$ cat src/rtl/instr_fetch_queue.sv
// instr_fetch_queue: fetch PC owner issuing 1-latency imem reads into a DEPTH-entry {pc,instr} FIFO for decode (ports: clk/rst, imem_req/addr/rdata, redirect/redirect_pc, halt, instr_valid/instr/instr_pc/instr_ready, occupancy)
module instr_fetch_queue #(
  parameter int          DEPTH    = 4,
  parameter logic [31:0] RESET_PC = 32'h0000_0000
) (
  input  logic                     clk,
  input  logic                     rst,
  output logic                     imem_req,
  output logic [31:0]              imem_addr,
  input  logic [31:0]              imem_rdata,
  input  logic                     redirect,
  input  logic [31:0]              redirect_pc,
  input  logic                     halt,
  output logic                     instr_valid,
  output logic [31:0]              instr,
  output logic [31:0]              instr_pc,
  input  logic                     instr_ready,
  output logic [$clog2(DEPTH):0]   occupancy
);
  localparam int AW = $clog2(DEPTH);
  localparam int CW = AW + 1;
  logic [31:0]   pc_q, pc_d, rsp_pc_q, rsp_pc_d;
  logic          inflight_q, inflight_d, kill_q, kill_d;
  logic [AW-1:0] rd_q, rd_d, wr_q, wr_d;
  logic [CW-1:0] count_q, count_d;
  logic [31:0]   fpc_q [DEPTH];
  logic [31:0]   fpc_d [DEPTH];
  logic [31:0]   finstr_q [DEPTH];
  logic [31:0]   finstr_d [DEPTH];
  logic          push, pop;
  assign imem_req    = !rst && !halt && !redirect && ((count_q + CW'(inflight_q)) < CW'(DEPTH));
  assign imem_addr   = pc_q;
  assign instr_valid = count_q != '0;
  assign instr       = finstr_q[rd_q];
  assign instr_pc    = fpc_q[rd_q];
  assign occupancy   = count_q;
  always_comb begin
    push       = inflight_q && !kill_q && !redirect;
    pop        = instr_valid && instr_ready && !redirect;
    fpc_d      = fpc_q;
    finstr_d   = finstr_q;
    if (push) begin
      fpc_d[wr_q]    = rsp_pc_q;
      finstr_d[wr_q] = imem_rdata;
    end
    wr_d       = redirect ? '0 : wr_q + AW'(push);
    rd_d       = redirect ? '0 : rd_q + AW'(pop);
    count_d    = redirect ? '0 : count_q + CW'(push) - CW'(pop);
    pc_d       = redirect ? (redirect_pc & ~32'h3) : imem_req ? pc_q + 32'd4 : pc_q;
    rsp_pc_d   = imem_req ? pc_q : rsp_pc_q;
    inflight_d = imem_req;
    kill_d     = redirect;
  end
  always_ff @(posedge clk) begin
    if (rst) begin
      pc_q       <= RESET_PC;
      rsp_pc_q   <= '0;
      inflight_q <= 1'b0;
      kill_q     <= 1'b0;
      rd_q       <= '0;
      wr_q       <= '0;
      count_q    <= '0;
      fpc_q      <= '{default: '0};
      finstr_q   <= '{default: '0};
    end else begin
      pc_q       <= pc_d;
      rsp_pc_q   <= rsp_pc_d;
      inflight_q <= inflight_d;
      kill_q     <= kill_d;
      rd_q       <= rd_d;
      wr_q       <= wr_d;
      count_q    <= count_d;
      fpc_q      <= fpc_d;
      finstr_q   <= finstr_d;
    end
  end
endmodule

$ cat config.mk
export PLATFORM = sky130hd
export DESIGN_NAME = instr_fetch_queue
export DESIGN_NICKNAME = d
export VERILOG_FILES = /design/src/rtl/instr_fetch_queue.sv
export SDC_FILE = /design/constraint.sdc
export NUM_CORES = 1
export LEC_CHECK = 0
export BUFFER_PORTS_ARGS = -buffer_cell sky130_fd_sc_hd__buf_4
export CAP_MARGIN = 20
export CORE_AREA = 8 8 158 160
export DETAILED_ROUTE_END_ITERATION = 7
export DIE_AREA = 0 0 166 168
export PLACE_DENSITY = 0.82
export SYNTH_ARGS = -nofsm -noshare
export SYNTH_HDL_FRONTEND = slang
export SYNTH_SLANG_ARGS = --single-unit
$ cat constraint.sdc
create_clock -name clk -period 3.5 [get_ports clk]
set_input_delay 0.525 -clock clk [delete_from_list [all_inputs] [get_ports clk]]
set_output_delay 0.525 -clock clk [all_outputs]
set_load 0.01 [all_outputs]
==> results.sh <==
export IMPL_status="finished clean"
export IMPL_synthArstFlopShare_pct=0
export IMPL_cts_tree="yes"
export IMPL_viasPerCell=5.89
export IMPL_grt_pass1_vias=11485
export IMPL_ctsHoldBuffers=0
export IMPL_fin_total_pwr_mw=7.58
export IMPL_switchingPower_mw=1.63
export IMPL_crit_top_cell="buf_4"
export IMPL_p_per_area_mw_per_mm2=483
export IMPL_hold_ws_ps=265
export IMPL_arrival_ps=2280
export IMPL_path_cells="buf_4 > mux4_2 > buf_4"
export IMPL_placementRows=55
export IMPL_ys_ff_latch=317
export IMPL_avgSynthCellArea_sq_um=8.46
export IMPL_critPathRequiredTime_ps=2970
export IMPL_synth_distinct_cells=57
export IMPL_h_tree_depth=2
export IMPL_holdPathStages=3
export IMPL_path_clk_slew_ps=60
export IMPL_yosys_area_top_type="dfxtp_1"
export IMPL_rr_worst_depth=6
export IMPL_crit_path_end_kind="output port"
export IMPL_yosysMostFrequentCell="nand2_1"
export IMPL_seq_power_share_pct=48.8
export IMPL_yosysSeqAreaShare_pct=47.8
export IMPL_post_route_drc_count=0
export IMPL_grt_pass1_wl_um=58600
export IMPL_start_kind="flip-flop"
export IMPL_cell_internal_pwr_mw=5.95
export IMPL_area_growth_syn_to_layout_pct=18.0
export IMPL_holdCritPathClass="in -> reg"
export IMPL_worstSkewPairLatency_ps=500
export IMPL_cts_setup_buffers=0
export IMPL_n_antenna_cell=0
export IMPL_path_class="reg -> out"
export IMPL_fmaxAchievable_ghz=0.357
export IMPL_clock_sinks=317
export IMPL_worstMarginPinSlew_ps=1090
export IMPL_port_buffers=163
export IMPL_relSlewSlack_pct=27.3
export IMPL_skew_ps=18.5
export IMPL_ir_worst_vdd_uv=293
export IMPL_start_util_pct=59.4
export IMPL_grt_usage_pct=25.2
export IMPL_core_sq_mm=0.0224
export IMPL_antenna_found_initial=0
export IMPL_nets=1743
export IMPL_yosys_area_top_type_share_pct=47.8
export IMPL_hpwlAfterDp_um=22000
export IMPL_synth_edf_count=0
export IMPL_p_comb_share_pct=4.3
export IMPL_finalSetupViolCount=0
export IMPL_switching_share_pct=21.5
export IMPL_layout_drive_gt1_share_pct=18.8
export IMPL_ys_flop_type="dfxtp_1"
export IMPL_via_count=11642
export IMPL_gp_congestion=0.791
export IMPL_die_w_um=166
export IMPL_synth_commonest_cells="nand2_1, dfxtp_1, a21oi_1"
export IMPL_cts_resized=0
export IMPL_synthTopCellsByArea="dfxtp_1, nand2_1, a21oi_1"
export IMPL_syn_inst=1571
export IMPL_finalCritPeriodShare_pct=80.1
export IMPL_finalCriticalPeriod_ps=2800
export IMPL_dieArea_sq_mm=0.0279
export IMPL_cap_violations=0
export IMPL_slowest_stage="dfxtp_4"
export IMPL_leakagePower_nw=5.37
export IMPL_cts_buffers=34
export IMPL_clkPwrFrac_pct=46.9
export IMPL_dr_pass1_iters=6
export IMPL_ant_nets=0
export IMPL_boundaryPins=170
export IMPL_cts_buffer_depth=3
export IMPL_ys_warn_count=0
export IMPL_fp_dieH_um=168
export IMPL_fin_setup_tns_ps=0
export IMPL_grt_max_degree=193
export IMPL_wl_per_cell_um=18.3
export IMPL_cts_root_buf="clkbuf_16"
export IMPL_slowest_delay_ps=890
export IMPL_netlist_area_sq_mm=0.0133
export IMPL_drt_iter0_drc=1202
export IMPL_wirelength_um=36100
export IMPL_path_max_fanout=40
export IMPL_maxSlewViolCount=0
export IMPL_rsz0062_at_grt="false"
export IMPL_finalHoldViolations=0
export IMPL_grt_ovfl_total=0
## layer usage
| layer | vias up | GRT usage, % | wire length (um) |
|---|---|---|---|
| met5 | - | 0 | 0 |
| met4 | 0 | 7.94 | 787 |
| met1 | 5585 | 32.3 | 15100 |
| li1 | 5516 | - | - |
| met3 | 60 | 4.09 | 2650 |
| met2 | 481 | 43.0 | 17600 |
## placed cells by master, fill, tap and decap left out, types with 8 or more instances in the layout
cell type	netlist	layout
a21oi_1	301	301
a31oi_1	13	13
buf_4	4	180
clkbuf_1	72	11
clkbuf_16	0	35
dfxtp_1	317	315
mux2_1	8	8
mux4_2	62	62
nand2_1	590	590
nand3_1	18	17
nand4_1	11	11
nor2_1	17	16
nor3_1	8	8
or3_1	8	8
## worst max-delay path, delay by kind of cell (launching register included)
family	cells	cell delay, ps
buffers and inverters	2	510
muxes	1	350
DFF	1	890
## cell families after synthesis
group | count (synthesis) | share of synthesized area [%]
adders and majority gates | 4 | 0.433
xor gates and xnor gates | 7 | 0.461
buffers and inverters | 134 | 4.67
and+or+nand+nor | 695 | 21.9
other | 1 | 0.0282
AOI/OAI and AO/OA | 342 | 13.5
DFF | 317 | 47.8
muxes | 71 | 11.3
## registers in the layout, summed over array words and instances (netlist names)
signal      count
finstr_q      128
fpc_q         120
imem_addr      30
inflight_q      1
kill_q          1
occupancy       3
rd_q            2
rsp_pc_q       30
wr_q            2
## power by group through the flow
stage / registers [mW] / logic (mW) / clock network (mW)
after global routing: 3.70 / 0.350 / 3.75
after detailed placement: 3.77 / 0.321 / 0
after CTS: 3.70 / 0.322 / 3.60
after floorplan: 3.77 / 0.167 / 0
after global placement: 3.77 / 0.317 / 0
final: 3.70 / 0.324 / 3.56
## worst paths after layout
| kind | slack [ps] | start | endpoint |
|---|---|---|---|
| max | 700 | rd_q[1] | instr[17] |
| min | 260 | redirect_pc[2] | imem_addr[2] |
| max reg2reg | 1150 | imem_addr[2] | imem_addr[28] |
| min reg2reg | 450 | finstr_q[124] | finstr_q[124] |
## through the flow
stage,setup slack (ps),util [%],cells,cell area (sq um)
global placement,858,65.2,1919,14600
floorplan,1100,-,1574,13300
detailed placement,829,65.2,1919,14600
CTS,640,70.1,1976,15700
global route,560,70.1,1976,15700
finish,698,70.1,1976,15700
## layout make-up
class / instances / area (sq um)
Multi-Input combinational cell: 1123 / 6360
Clock buffer: 48 / 945
Timing Repair Buffer: 186 / 1470
Clock inverter: 9 / 155
Tap cell: 285 / 357
Fill cell: 1677 / 6690
Sequential cell: 317 / 6350
Inverter: 8 / 32.5
Note: power is estimated with default switching activity, not from simulation.
